### src/rtl/la_isoctrl.sv
// Power-domain sequencer: orders isolation, power-switch enable and domain reset
// for one switchable domain, with an ack timeout and a sticky error flag.
module la_isoctrl #(
    parameter string PROP    = "DEFAULT",
    parameter int    ISOWAIT = 4,
    parameter int    TIMEOUT = 255,
    parameter int    CW      = 8
) (
    input  logic clk,
    input  logic nreset,
    input  logic req_off,
    input  logic pwr_ack,
    output logic iso,
    output logic pd_nreset,
    output logic pwr_en,
    output logic on,
    output logic busy,
    output logic err
);

    if (PROP == "" || ISOWAIT < 1 || TIMEOUT < 1 ||
        (1 << CW) <= ISOWAIT || (1 << CW) <= TIMEOUT) begin : g_bad_cfg
        $error("la_isoctrl %s: counter too narrow or zero wait", PROP);
    end

    typedef enum logic [2:0] {
        S_OFF, S_PWRUP, S_RELRST, S_ON, S_ISO, S_ASRST, S_PWROFF
    } state_t;

    localparam logic [CW-1:0] ISO_LAST = CW'(ISOWAIT - 1);
    localparam logic [CW-1:0] TO_LAST  = CW'(TIMEOUT - 1);

    state_t        state_q, state_d;
    logic [CW-1:0] cnt_q;
    logic          err_d;

    // Next-state: req_off is only looked at in ON and OFF, so no aborts.
    always_comb begin
        state_d = state_q;
        err_d   = err;
        case (state_q)
            S_OFF: begin
                if (req_off)   err_d   = 1'b0;
                else if (!err) state_d = S_PWRUP;
            end
            S_PWRUP: begin
                if (pwr_ack) begin
                    state_d = S_RELRST;
                end else if (cnt_q == TO_LAST) begin
                    err_d   = 1'b1;
                    state_d = S_OFF;
                end
            end
            S_RELRST: if (cnt_q == ISO_LAST) state_d = S_ON;
            S_ON:     if (req_off)           state_d = S_ISO;
            S_ISO:    if (cnt_q == ISO_LAST) state_d = S_ASRST;
            S_ASRST:  if (cnt_q == ISO_LAST) state_d = S_PWROFF;
            S_PWROFF: begin
                if (!pwr_ack) begin
                    state_d = S_OFF;
                end else if (cnt_q == TO_LAST) begin
                    err_d   = 1'b1;
                    state_d = S_OFF;
                end
            end
            default: state_d = S_OFF;
        endcase
    end

    always_ff @(posedge clk or negedge nreset) begin
        if (!nreset) begin
            state_q <= S_OFF;
            cnt_q   <= '0;
        end else begin
            state_q <= state_d;
            cnt_q   <= (state_d != state_q) ? '0 : cnt_q + 1'b1;
        end
    end

    // Outputs registered from the next state so they change on the same edge
    // as the state and are clamped to OFF values the instant nreset falls.
    always_ff @(posedge clk or negedge nreset) begin
        if (!nreset) begin
            iso       <= 1'b1;
            pd_nreset <= 1'b0;
            pwr_en    <= 1'b0;
            on        <= 1'b0;
            busy      <= 1'b0;
            err       <= 1'b0;
        end else begin
            iso       <= (state_d != S_ON);
            pd_nreset <= (state_d == S_RELRST) || (state_d == S_ON) || (state_d == S_ISO);
            pwr_en    <= (state_d != S_OFF) && (state_d != S_PWROFF);
            on        <= (state_d == S_ON);
            busy      <= (state_d != S_ON) && (state_d != S_OFF);
            err       <= err_d;
        end
    end

endmodule

### config.mk
export PLATFORM = sky130hd
export DESIGN_NAME = la_isoctrl
export DESIGN_NICKNAME = d
export VERILOG_FILES = /design/src/rtl/la_isoctrl.sv
export SDC_FILE = /design/constraint.sdc
export NUM_CORES = 1
export LEC_CHECK = 0
export ABC_AREA = 1
export CAP_MARGIN = 20
export CORE_AREA = 2 2 46 48
export DETAILED_ROUTE_END_ITERATION = 10
export DIE_AREA = 0 0 48 50
export GPL_ROUTABILITY_DRIVEN = 0
export PLACE_DENSITY = 0.77
export SLEW_MARGIN = 40
export SYNTH_ARGS = -nofsm -noshare
export SYNTH_HDL_FRONTEND = slang
export SYNTH_SLANG_ARGS = --single-unit
### constraint.sdc
create_clock -name clk -period 2 [get_ports clk]
set_input_delay 0.2 -clock clk [delete_from_list [all_inputs] [get_ports clk]]
set_output_delay 0.2 -clock clk [all_outputs]
set_load 0.005 [all_outputs]
==> results of run 1 <==
==> worst paths after layout <==
check	start	cells after the start	end	slack [ns]
worst max-delay path	cnt_q[0]	9	cnt_q[7]	0.41
worst min-delay path	nreset	2	cnt_q[5]	0.21
worst max register to register	cnt_q[0]	9	cnt_q[7]	0.41
worst min register to register	cnt_q[0]	1	cnt_q[0]	0.46
max in group asynchronous	nreset	2	iso	1.53
min in group clk	cnt_q[0]	1	cnt_q[0]	0.46
==> kinds of logic (layout without fill, tap and decap cells) <==
logic type,Yosys count,after routing,share of synthesized area
buf+inv,22,35,0.0957
xor+xnor,5,5,0.0453
fa+ha+maj,2,2,0.0259
simple gates,76,76,0.353
compound gates,6,6,0.0388
flops,17,17,0.441
==> state kept, by name (all words and copies together) (netlist names) <==
name and flops:
cnt_q 8, state_q 3, busy 1, err 1
iso 1, on 1, pd_nreset 1, pwr_en 1
==> area by class of cell <==
class | count | area, sq um
Clock buffer | 3 | 22.5
Clock inverter | 1 | 5.00
Fill cell | 187 | 787
Inverter | 21 | 81.3
Multi-Input combinational cell | 89 | 448
Sequential cell | 17 | 427
Tap cell | 27 | 33.8
Timing Repair Buffer | 10 | 97.6
==> metal layers <==
layer  global-route usage  wire length [microns]
met1                0.260                    809
met2                0.282                    894
met3               0.0256                     48
met4                0.104                     59
met5                    0                      0
==> layout by cell type, fill, tap and decap left out, drive strengths merged <==
| master | Yosys | final |
|---|---|---|
| xnor2 | 1 | 1 |
| xor2 | 4 | 4 |
| inv | 19 | 19 |
| dfrtp | 16 | 16 |
| o21ai | 2 | 2 |
| nor2 | 31 | 31 |
| nand3 | 15 | 15 |
| o21bai | 1 | 1 |
| nand2 | 28 | 28 |
| dfstp | 1 | 1 |
| ha | 2 | 2 |
| buf | 1 | 1 |
| a21oi | 1 | 1 |
| o31ai | 1 | 1 |
| clkdlybuf4s50 | 0 | 9 |
| nand4 | 2 | 2 |
| clkbuf | 0 | 3 |
| clkinv | 2 | 3 |
| o211ai | 1 | 1 |
==> per-stage QoR <==
stage | power (uW) | cell area [sq um] | setup slack, ns
2_1_floorplan | 936 | 967 | 0.588
3_3_place_gp | 1100 | 1090 | 0.440
3_5_place_dp | 1120 | 1090 | 0.418
4_1_cts | 1310 | 1110 | 0.409
5_1_grt | 1420 | 1110 | 0.197
6_report | 1300 | 1110 | 0.407
==> power by group through the flow <==
stage	sequential [uW]	clock [uW]	combinational (uW)
global placement	523	0	581
finish	521	189	587
global route	535	208	678
CTS	520	193	595
detailed placement	527	0	590
floorplan	507	0	429
==> impl_metrics.tcl, run 1 <==
set metrics [dict create \
    outcome "finished clean" \
    syn_to_final_growth_pct 15.3 \
    hold_slack_ns 0.206 \
    clock_latency_ns 0.30 \
    htreeDepth 1 \
    antenna_found_initial 0 \
    synth_top_cell_by_area "dfrtp_1" \
    yosysWarningCount 0 \
    cp_max_fo 8 \
    drtPass1Iterations 4 \
    grt_use_total 0.191 \
    hpwl_mm 1.39 \
    path_delay_family "simple AND/OR/NAND/NOR gates" \
    port_buffers 9 \
    synth.most_common_cell "nand2_1" \
    end_kind "flip-flop" \
    syn_area_sq_um 967 \
    timing.setup.tns_ns 0 \
    drt_iter0_markers 18 \
    synth.area.top_cells "dfrtp_1 (41%), nand2_1 (10%), nor2_1 (9.3%), nand3_1 (6.7%), inv_1 (6.2%)" \
    fp.dieArea_sq_mm 0.00240 \
    synth_cells 128 \
    ant_nets 0 \
    hold_violations 0 \
    synthFlopType "dfrtp_1" \
    worst_pin_slew_ns 0.344 \
    syn_nets 134 \
    path_buf_inv 1 \
    period_share 0.796 \
    dp_cells 164 \
    start_kind "flip-flop" \
    n_antenna_cell 0 \
    power_leakage_uw 0.000544 \
    p_per_area_mw_per_mm2 1160 \
    worstHoldPathType "input pin to asynchronous set/reset pin" \
    critical_path.max_stage_delay_ns 0.38 \
    route.detailed.drc 0 \
    critPathArrivalTime_ns 1.83 \
    period_minus_slack_ns 1.59 \
    grt_pass1_vias 796 \
    core_sq_mm 0.00190 \
    viasPerCell 4.97 \
    async_reset_ff_frac 1.00 \
    seq_area_frac_synth 0.441 \
    ys_types 22 \
    rsz0062_at_grt "no" \
    postCtsSetupBuffers 0 \
    wirelength_mm 1.81 \
    syn_avg_cell_area_sq_um 7.56 \
    vias 835 \
    fmax_ghz 0.628 \
    maxCapViolations 0 \
    sw_frac_of_total 0.413 \
    yosys.area.top_type_share 0.414 \
    synth_edf_count 0 \
    setup_viol 0 \
    cts-resized-gates 0 \
    worst_clock_skew_ns 0.0109 \
    stdcell_count 168 \
    root_buffer "clkbuf_4" \
    io_pins 10 \
    ys_top_cells_by_count "nand2_1 (26), nor2_1 (24), dfrtp_1 (16), inv_1 (16), nand3_1 (13)" \
    cts_tree "yes" \
    cts_hold_buf 0 \
    peakVddDrop_uv 793 \
    grt_max_degree 18 \
    num-nets-final 148 \
    wl_per_cell_microns 10.8 \
    worstPathCellList "inv_1 > ha_1 > nand2_1 > nor2_1 > nand2_1 > nand4_1 > nand3_1 > nand3_2 > nor2_1" \
    clockPowerShare 0.146 \
    final_core_util 0.586 \
    clockBufferDepth 2 \
    p_int_uw 762 \
    drive_gt1_frac 0.156 \
    critical_path_class "flip-flop to flip-flop" \
    die_x_microns 48 \
    p_sw_uw 536 \
    required_ns 2.24 \
    clock_sinks 17 \
    power_frac_comb 0.453 \
    path_clk_slew_ns 0.11 \
    initial_core_util 0.509 \
    worst_path_max_delay_cell "dfrtp_1" \
    grt_pass1_wl_mm 3.32 \
    numCtsBuffers 3 \
    placementRows 16 \
    synth_seq_cells 17 \
    maxSlewHeadroom 0.770 \
    die_y_microns 50 \
    pwr-share-seq 0.402 \
    overflow 0 \
    slew_violations 0 \
]
Note: power is estimated with default switching activity, not from simulation.
==> run 2, diff against run 1 <==
==> constraint.sdc (replaced) <==
create_clock -name clk -period 1.6 [get_ports clk]
set_input_delay 0.16 -clock clk [delete_from_list [all_inputs] [get_ports clk]]
set_output_delay 0.16 -clock clk [all_outputs]
set_load 0.005 [all_outputs]
==> run 2 against run 1 <==
Against the previous run: register-to-register slack worse by 0.38 ns; largest cell class unchanged; power increased by 51%; global-route usage shrank 1.2 points; maximum frequency increased by 1.1%; combinational power rose by 75%; first-iteration DRC count is 22% lower; final area is 14% higher.
==> impl_metrics.tcl, run 2 (synthesized netlist as in run 1, its figures left out) <==
set metrics [dict create \
    outcome "finished clean" \
    p_total_uw 1950 \
    slew_violations 0 \
    syn_to_final_growth_pct 31.3 \
    period_share 0.984 \
    maxSlewHeadroom 0.757 \
    drtPass1Iterations 4 \
    worst_clock_skew_ns 0.00205 \
    peakVddDrop_uv 1200 \
    regArea_sq_um 433 \
    vias 866 \
    r2r-end "cnt_q[3]" \
    n_antenna_cell 0 \
    die_x_microns 48 \
    start_kind "flip-flop" \
    final_common_cell "nand2_1" \
    clock_sinks 17 \
    grt_pass1_vias 787 \
    overflow 0 \
    multi_input_area_sq_um 559 \
    wl_per_cell_microns 12.3 \
    mostFrequentLayoutCells "nand2_1 (21), nor2_1 (15), inv_1 (13)" \
    cp_max_fo 8 \
    antenna_found_initial 0 \
    hold_slack_ns 0.180 \
    hold_violations 0 \
    setup_viol 0 \
    fill_cells 142 \
    die_y_microns 50 \
    period_minus_slack_ns 1.57 \
    port_buffers 9 \
    largest_register_ffs 8 \
    grt_use_total 0.179 \
    cts_tree "yes" \
    drive_gt1_frac 0.370 \
    viasPerCell 5.01 \
    wirelength_mm 2.13 \
    io_pins 10 \
    critical_path_class "flip-flop to flip-flop" \
    end_kind "flip-flop" \
    fp.dieArea_sq_mm 0.00240 \
    power_leakage_uw 0.000577 \
    crit_start "cnt_q[0]" \
    reg2reg_from "cnt_q[0]" \
    largest-register "cnt_q" \
    grt_pass1_wl_mm 3.16 \
    clock_latency_ns 0.29 \
    core_sq_mm 0.00190 \
    p_per_area_mw_per_mm2 1540 \
    numCtsBuffers 3 \
    path_clk_slew_ns 0.11 \
    required_ns 1.79 \
    worstHoldPathType "input pin to asynchronous set/reset pin" \
    final_core_util 0.668 \
    reg2regPathDepth 9 \
    route.detailed.drc 0 \
    root_buffer "clkbuf_4" \
    worst_pin_slew_ns 0.363 \
    maxCapViolations 0 \
    initial_core_util 0.509 \
    num-nets-final 153 \
    fmax_ghz 0.635 \
    grt_max_degree 18 \
    critPathArrivalTime_ns 1.76 \
    clockBufferDepth 2 \
    hpwl_mm 1.31 \
    drt_iter0_markers 14 \
    placementRows 16 \
    rsz0062_at_grt "yes" \
    r2r_setup_slack_ns 0.03 \
    reg_top3 "cnt_q x8, state_q x3" \
    ant_nets 0 \
    htreeDepth 1 \
]
run 2: per-stage QoR:
step | cell area, sq um | instances | setup WS, ns | TNS, ns
floorplan | 967 | 128 | 0.188 | 0
global placement | 1090 | 165 | 0.0749 | 0
detailed placement | 1090 | 165 | 0.0218 | 0
CTS | 1130 | 169 | 0.00358 | 0
global route | 1270 | 173 | -0.0820 | -0.639
finish | 1270 | 173 | 0.0252 | 0
run 2: layout make-up:
class / count / share of cell area
clock buffers: 3 / 0.0177
clock inverters: 1 / 0.00394
inverters: 21 / 0.0640
multi-input cells: 89 / 0.440
flip-flops and latches: 17 / 0.341
well taps: 27 / 0.0266
repair buffers: 15 / 0.106
run 2: timing repair:
action,CTS,global route
setup buffers,0,4
setup endpoints to repair,2,14
pin swaps,0,20
resized for setup,1,35
cloned,0,0
hold buffers,0,0
run 2: routing by layer:
layer | share of wire | vias to the layer above | wire length [microns] | global-route usage
li1 | - | 433 | - | -
met4 | 0.027 | 0 | 58 | 0.0586
met1 | 0.41 | 409 | 873 | 0.259
met2 | 0.53 | 16 | 1130 | 0.269
met5 | 0 | - | 0 | 0
met3 | 0.032 | 8 | 67 | 0.0256
run 2: worst max-delay path: stages (launching register included):
cell,delay [ns]
dfrtp_2,0.47
inv_2,0.10
ha_4,0.14
nand2_2,0.05
nor2_2,0.11
nand2_2,0.10
nand4_1,0.17
nand3_2,0.11
nand3_4,0.18
nor2_2,0.06
run 2: worst max-delay path by stage:
| stage | endpoint | slack (ns) | depth (start not counted) |
|---|---|---|---|
| floorplan | cnt_q[2] | 0.19 | 10 |
| global placement | cnt_q[0] | 0.07 | 11 |
| detailed placement | cnt_q[0] | 0.02 | 10 |
| CTS | cnt_q[7] | 0.004 | 10 |
| global route | cnt_q[4] | -0.08 | 10 |
| finish | cnt_q[3] | 0.03 | 9 |
run 2: where the power goes:
| part | internal [uW] | switching (uW) | leakage, uW | total, uW |
|---|---|---|---|---|
| Clock | 92.8 | 143 | 0.0000177 | 236 |
| Sequential | 566 | 124 | 0.000215 | 690 |
| Combinational | 446 | 582 | 0.000344 | 1030 |
